### config.mk
export PLATFORM = sky130hd
export DESIGN_NAME = pong_io_ctrl
export DESIGN_NICKNAME = d
export VERILOG_FILES = /design/src/rtl/pong_pkg.sv /design/src/rtl/pong_debounce.sv /design/src/rtl/pong_io_ctrl.sv
export SDC_FILE = /design/constraint.sdc
export NUM_CORES = 1
export LEC_CHECK = 0
export BUFFER_PORTS_ARGS = -buffer_cell sky130_fd_sc_hd__buf_2
export CAP_MARGIN = 20
export CORE_MARGIN = 2
export CORE_UTILIZATION = 49
export CTS_CLUSTER_DIAMETER = 50
export CTS_CLUSTER_SIZE = 14
export DETAILED_ROUTE_END_ITERATION = 10
export PLACE_DENSITY = 0.78
export SKIP_LAST_GASP = 1
export SLEW_MARGIN = 20
export SYNTH_ARGS = -nofsm -noshare
export SYNTH_HDL_FRONTEND = slang
export SYNTH_SLANG_ARGS = --single-unit
### constraint.sdc
create_clock -name clock -period 2.8 [get_ports clock]
set_clock_uncertainty 0.15 [all_clocks]
set_input_delay 0.28 -clock clock [delete_from_list [all_inputs] [get_ports clock]]
set_output_delay 0.28 -clock clock [all_outputs]
set_load 0.05 [all_outputs]
### src/rtl/pong_pkg.sv
`default_nettype none
// +----------------------------------------------------------------------+
// | pong_pkg: playfield geometry, FSM state codes and the paddle step    |
// | Rev 1.0                                                              |
// +----------------------------------------------------------------------+
package pong_pkg;

  localparam int SCREEN_W = 640;
  localparam int SCREEN_H = 480;
  localparam int PADDLE_W = 10;
  localparam int PADDLE_H = 80;
  localparam int P1_X     = 20;
  localparam int P2_X     = 610;
  localparam int BALL_SZ  = 8;
  localparam int GOAL_H   = 160;
  localparam int STEP     = 4;
  localparam int DEB_CYC  = 16;

  localparam logic [3:0] RST_CYC = 4'd8;

  localparam logic [9:0] P1_LEFT   = 10'(P1_X);
  localparam logic [9:0] P1_RIGHT  = 10'(P1_X + PADDLE_W - 1);
  localparam logic [9:0] P2_LEFT   = 10'(P2_X);
  localparam logic [9:0] P2_RIGHT  = 10'(P2_X + PADDLE_W - 1);
  localparam logic [9:0] BALL_XLIM = 10'(SCREEN_W - BALL_SZ);
  localparam logic [8:0] BALL_YLIM = 9'(SCREEN_H - BALL_SZ);
  localparam logic [9:0] BALL_XINIT = 10'(SCREEN_W / 2 - BALL_SZ / 2);
  localparam logic [8:0] BALL_YINIT = 9'(SCREEN_H / 2 - BALL_SZ / 2);
  localparam logic [8:0] SEG_TOP   = 9'((SCREEN_H - GOAL_H) / 2);
  localparam logic [8:0] SEG_BOT   = 9'((SCREEN_H - GOAL_H) / 2 + GOAL_H - 1);

  localparam logic [8:0] PADDLE_SPAN    = 9'(PADDLE_H - 1);
  localparam logic [8:0] PADDLE_TOP_MAX = 9'(SCREEN_H - PADDLE_H);
  localparam logic [8:0] PADDLE_CENTRE  = 9'((SCREEN_H - PADDLE_H) / 2);
  localparam logic [8:0] STEP_Y         = 9'(STEP);

  localparam logic [1:0] ST_PLAY  = 2'd0;
  localparam logic [1:0] ST_OVER  = 2'd1;
  localparam logic [1:0] ST_SERVE = 2'd2;

  localparam logic [1:0] WIN_NONE = 2'b00;

  // Saturating paddle move; the 10-bit sum keeps a downward step from wrapping.
  function automatic logic [8:0] paddle_next(input logic [8:0] top,
                                             input logic up, input logic dn);
    logic [9:0] sum;
    sum = {1'b0, top} + {1'b0, STEP_Y};
    if (up && !dn)
      return (top < STEP_Y) ? 9'd0 : top - STEP_Y;
    else if (dn && !up)
      return (sum > {1'b0, PADDLE_TOP_MAX}) ? PADDLE_TOP_MAX : sum[8:0];
    else
      return top;
  endfunction

endpackage
`default_nettype wire

### src/rtl/pong_debounce.sv
`default_nettype none
// +----------------------------------------------------------------------+
// | pong_debounce: 2-flop synchronizer plus stable-count debouncer       |
// | Rev 1.0                                                              |
// +----------------------------------------------------------------------+
module pong_debounce #(
  parameter int DEB_CYC = 16
) (
  input  logic clk,
  input  logic rst,
  input  logic i_raw,
  output logic o_stable
);

  localparam int CW = (DEB_CYC > 2) ? $clog2(DEB_CYC) : 1;
  localparam logic [CW-1:0] C_CNT_LAST = CW'(DEB_CYC - 1);

  logic          r_sync1;
  logic          r_sync2;
  logic          r_stable;
  logic [CW-1:0] r_cnt;

  always_ff @(posedge clk or posedge rst) begin
    if (rst) begin
      r_sync1  <= 1'b0;
      r_sync2  <= 1'b0;
      r_stable <= 1'b0;
      r_cnt    <= '0;
    end else begin
      r_sync1 <= i_raw;
      r_sync2 <= r_sync1;
      if (r_sync2 == r_stable) begin
        r_cnt <= '0;
      end else if (r_cnt == C_CNT_LAST) begin
        r_stable <= r_sync2;
        r_cnt    <= '0;
      end else begin
        r_cnt <= r_cnt + 1'b1;
      end
    end
  end

  assign o_stable = r_stable;

endmodule
`default_nettype wire

### src/rtl/pong_io_ctrl.sv
`default_nettype none
// +----------------------------------------------------------------------+
// | pong_io_ctrl: button conditioning, frame tick, paddles, geometry     |
// | bounds, display latch and game-over/serve sequencing. Rev 1.0        |
// +----------------------------------------------------------------------+
module pong_io_ctrl
  import pong_pkg::*;
(
  input  logic       clock,
  input  logic       reset,
  input  logic       screenEnd,
  input  logic       p1_up,
  input  logic       p1_down,
  input  logic       p2_up,
  input  logic       p2_down,
  input  logic [1:0] winner,
  input  logic [9:0] ball_x,
  input  logic [8:0] ball_y,
  output logic       posEdgeScreenEnd,
  output logic [9:0] p1_leftBound,
  output logic [9:0] p1_rightBound,
  output logic [9:0] p2_leftBound,
  output logic [9:0] p2_rightBound,
  output logic [8:0] p1_topBound,
  output logic [8:0] p1_bottomBound,
  output logic [8:0] p2_topBound,
  output logic [8:0] p2_bottomBound,
  output logic [9:0] ball_xlim,
  output logic [8:0] ball_ylim,
  output logic [9:0] ball_xinit,
  output logic [8:0] ball_yinit,
  output logic [8:0] segLeft_topBound,
  output logic [8:0] segLeft_bottomBound,
  output logic [8:0] segRight_topBound,
  output logic [8:0] segRight_bottomBound,
  output logic [9:0] disp_x,
  output logic [8:0] disp_y,
  output logic [1:0] winner_latched,
  output logic       cpu_reset
);

  logic w_p1_up, w_p1_down, w_p2_up, w_p2_down;

  pong_debounce #(.DEB_CYC(DEB_CYC)) u_deb_p1_up   (.clk(clock), .rst(reset), .i_raw(p1_up),   .o_stable(w_p1_up));
  pong_debounce #(.DEB_CYC(DEB_CYC)) u_deb_p1_down (.clk(clock), .rst(reset), .i_raw(p1_down), .o_stable(w_p1_down));
  pong_debounce #(.DEB_CYC(DEB_CYC)) u_deb_p2_up   (.clk(clock), .rst(reset), .i_raw(p2_up),   .o_stable(w_p2_up));
  pong_debounce #(.DEB_CYC(DEB_CYC)) u_deb_p2_down (.clk(clock), .rst(reset), .i_raw(p2_down), .o_stable(w_p2_down));

  logic r_se_s1, r_se_s2, r_se_prev, r_tick;

  // Registered edge detect: the tick lands three clocks after screenEnd rises.
  always_ff @(posedge clock or posedge reset) begin
    if (reset) begin
      r_se_s1   <= 1'b0;
      r_se_s2   <= 1'b0;
      r_se_prev <= 1'b0;
      r_tick    <= 1'b0;
    end else begin
      r_se_s1   <= screenEnd;
      r_se_s2   <= r_se_s1;
      r_se_prev <= r_se_s2;
      r_tick    <= r_se_s2 & ~r_se_prev;
    end
  end

  logic [9:0] r_disp_x;
  logic [8:0] r_disp_y;

  always_ff @(posedge clock or posedge reset) begin
    if (reset) begin
      r_disp_x <= BALL_XINIT;
      r_disp_y <= BALL_YINIT;
    end else if (r_tick) begin
      r_disp_x <= ball_x;
      r_disp_y <= ball_y;
    end
  end

  logic [1:0] r_state;
  logic [3:0] r_serve_cnt;
  logic [8:0] r_p1_top;
  logic [8:0] r_p2_top;
  logic [1:0] r_winner;

  always_ff @(posedge clock or posedge reset) begin
    if (reset) begin
      r_state     <= ST_PLAY;
      r_serve_cnt <= '0;
      r_p1_top    <= PADDLE_CENTRE;
      r_p2_top    <= PADDLE_CENTRE;
      r_winner    <= WIN_NONE;
    end else begin
      case (r_state)
        ST_PLAY: begin
          if (r_tick) begin
            r_p1_top <= paddle_next(r_p1_top, w_p1_up, w_p1_down);
            r_p2_top <= paddle_next(r_p2_top, w_p2_up, w_p2_down);
            if (winner != WIN_NONE) begin
              r_winner <= winner;
              r_state  <= ST_OVER;
            end
          end
        end
        ST_OVER: begin
          if (w_p1_up && w_p2_up) begin
            r_state     <= ST_SERVE;
            r_serve_cnt <= '0;
          end
        end
        ST_SERVE: begin
          r_p1_top <= PADDLE_CENTRE;
          r_p2_top <= PADDLE_CENTRE;
          if (r_serve_cnt == RST_CYC - 4'd1) begin
            r_state     <= ST_PLAY;
            r_winner    <= WIN_NONE;
            r_serve_cnt <= '0;
          end else begin
            r_serve_cnt <= r_serve_cnt + 4'd1;
          end
        end
        default: r_state <= ST_PLAY;
      endcase
    end
  end

  assign posEdgeScreenEnd     = r_tick;
  assign cpu_reset            = (r_state == ST_SERVE);
  assign winner_latched       = r_winner;
  assign disp_x               = r_disp_x;
  assign disp_y               = r_disp_y;
  assign p1_topBound          = r_p1_top;
  assign p1_bottomBound       = r_p1_top + PADDLE_SPAN;
  assign p2_topBound          = r_p2_top;
  assign p2_bottomBound       = r_p2_top + PADDLE_SPAN;
  assign p1_leftBound         = P1_LEFT;
  assign p1_rightBound        = P1_RIGHT;
  assign p2_leftBound         = P2_LEFT;
  assign p2_rightBound        = P2_RIGHT;
  assign ball_xlim            = BALL_XLIM;
  assign ball_ylim            = BALL_YLIM;
  assign ball_xinit           = BALL_XINIT;
  assign ball_yinit           = BALL_YINIT;
  assign segLeft_topBound     = SEG_TOP;
  assign segLeft_bottomBound  = SEG_BOT;
  assign segRight_topBound    = SEG_TOP;
  assign segRight_bottomBound = SEG_BOT;

endmodule
`default_nettype wire

==> reports/qor.yml <==
power_mw: 2.81
drive_above_1_share_pct: 25.2
ant_nets: 0
hold_class: "input pin to flip-flop"
grt_max_degree: 45
cap_violations: 0
numClockSinks: 73
design_area_um2: 5410
die_w_um: 104
vdd_drop_max_v: 0.000489
synth-edff-count: 0
portBuffers: 78
dp_slack_ns: 0.400
slew_violations: 0
period_needed_ns: 2.61
hold_buffers: 16
drc: 0
startpoint_type: "flip-flop"
synthDistinctLibCells: 67
clk_pin_slew_ns: 0.09
num-nets-final: 640
async_flop_share_pct: 100
finalSetupViolations: 0
clk_path_buf_depth: 2
crit_fanout: 9
cts_buffers: 9
nFillCells: 873
start_util_pct: 50.6
crit_required_ns: 2.37
path_class: "flip-flop to primary output"
wl_mm: 10.1
yosysSeqAreaShare_pct: 37.4
switching_share_pct: 38.9
dp_hpwl_mm: 7.19
root_buffer: "clkbuf_8"
switching_power_mw: 1.09
insertion_delay_ns: 0.35
synth_area_leaders: "dfrtp_1 29%, buf_4 19%, dfstp_2 8.5%, mux2_2 5.5%, ha_1 3.8%"
synth_most_common_cell: "buf_4"
syn_area_um2: 4940
final_cells: 735
vias: 3606
netlist.area_leader.share_pct: 28.9
die_area_um2: 10900
power_density_nw_per_um2: 518
gp_congestion: 0.904
cp.arrival_ns: 2.18
die_y_um: 104
place_inst: 699
relSlewSlack_pct: 54.2
grt_use_total_pct: 18.3
netlist_instances: 505
fp.coreArea_um2: 9770
via_per_inst: 4.91
synth_commonest_cells: "123 x buf_4, 57 x dfrtp_1, 26 x inv_1"
avgSynthCellArea_um2: 9.78
yosysTopAreaCell: "dfrtp_1"
cp-end-kind: "primary output"
status: "completed"
worstMarginPinSlew_ns: 0.686
diodes: 0
cts_resized: 0
grt_pass1_vias: 3315
firstDrtPassIters: 4
internal_power_mw: 1.71
period_share_pct: 93.2
pwr-share-comb_pct: 26.5
row_count: 36
synth_seq_cells: 73
overflow: 0
wl_per_cell_um: 13.7
postCtsSetupBuffers: 0
yosys_warnings: 0
p_leak_nw: 2.52
hold_viol_final: 0
worst_slack_ns: 0.189
grt_pass1_wl_mm: 16.3
power_frac_seq_pct: 42.2
synth-main-ff-cell: "dfrtp_1"
rsz0062_at_grt: "false"
htree_levels: 3
cts_tree: "yes"
whs_ns: 0.0154
placement.cell_area_um2: 5000
pwr-share-clk_pct: 31.2
pin_count: 201
grt_antenna_before_repair: 0
clock.fmax_ghz: 0.383
drt-initial-drc-count: 199
area_delta_synth_final_pct: 9.57
## power by group through the flow
stage | Combinational [mW] | Sequential, mW | Clock (mW)
floorplan | 0.584 | 1.37 | 0
global placement | 0.711 | 1.20 | 0
detailed placement | 0.721 | 1.20 | 0
CTS | 0.739 | 1.18 | 0.901
global route | 0.777 | 1.19 | 0.942
finish | 0.745 | 1.18 | 0.876
## worst max-delay path, cell delays in order (launching register included)
cell and delay (ns):
dfstp_2 0.61, inv_1 0.10, ha_1 0.29, nor2_1 0.21
o21ai_0 0.16, xnor2_2 0.17, buf_2 0.28
## stage by stage
stage	TNS [ns]	utilization, %
2_1_floorplan	-0.0832	-
3_3_place_gp	0	51.2
3_5_place_dp	0	51.2
4_1_cts	0	55.0
5_1_grt	0	55.4
6_report	0	55.4
## per-layer routing
layer / track usage (%) / share of wire, %
met5: 0 / 0
met1: 23.1 / 41
met2: 30.6 / 49
met4: 4.54 / 1.2
met3: 5.45 / 8.4
## worst paths after layout
| kind | startpoint | to | slack, ns | cells after the start |
|---|---|---|---|---|
| min in group asynchronous | reset | disp_x[1] | 0.44 | 3 |
| worst min register to register | u_deb_p2_up.r_sync1 | u_deb_p2_up.r_sync2 | 0.20 | 0 |
| worst min-delay path | ball_x[9] | disp_x[9] | 0.02 | 2 |
| max in group asynchronous | reset | p2_topBound[7] | 1.31 | 4 |
| worst max register to register | p1_topBound[3] | p1_topBound[8] | 0.33 | 6 |
| worst max-delay path | p1_topBound[3] | p1_bottomBound[8] | 0.19 | 6 |
## kinds of logic (layout without fill, tap and decap cells)
family | count (synthesis) | count (layout) | share of synthesized area [%]
mux | 26 | 26 | 5.87
fa+ha+maj | 15 | 15 | 3.80
compound gates | 103 | 103 | 14.8
simple gates | 97 | 97 | 11.3
other cells | 2 | 122 | 0.152
xor+xnor | 22 | 22 | 3.90
flops | 73 | 73 | 37.4
buf+inv | 167 | 144 | 22.8
## cell usage in the layout, fill, tap and decap left out, types with 4 or more instances in the layout
cell type,synthesis,final
o21a_1,4,4
nor2b_1,7,7
ha_1,15,15
o21ai_0,23,23
nor3_1,5,5
dfrtp_1,57,55
nand2b_1,5,5
dfstp_2,16,16
conb_1,2,122
mux2_2,24,24
nor3b_1,8,8
inv_1,26,25
a21oi_1,20,20
nand3_1,13,13
xnor2_1,19,15
a311oi_1,4,4
nand2_1,14,14
a31oi_1,8,8
dlygate4sd3_1,0,20
nand4b_1,4,4
clkbuf_8,0,10
nor2_1,22,22
a211oi_1,4,4
buf_2,5,78
## flip-flops by register name, summed over array words and instances, names as in the netlist, 2 cells and up
register and cells:
disp_x 10, disp_y 9, p1_topBound 7, p2_topBound 7
r_serve_cnt 4, u_deb_p1_down.r_cnt 4, u_deb_p1_up.r_cnt 4, u_deb_p2_down.r_cnt 4
u_deb_p2_up.r_cnt 4, r_state 2, winner_latched 2
## area by class of cell
class                           instances  area (um2)  area share (%)
Sequential cell                        73        1850            34.2
Timing Repair Buffer                  102         633            11.7
Tap cell                              133         166            3.07
Inverter                               26        97.6            1.80
Clock buffer                           10         138            2.54
Clock inverter                          6        72.6            1.34
Multi-Input combinational cell        385        2460            45.4
No activity file was read; power rests on OpenSTA's default activity.
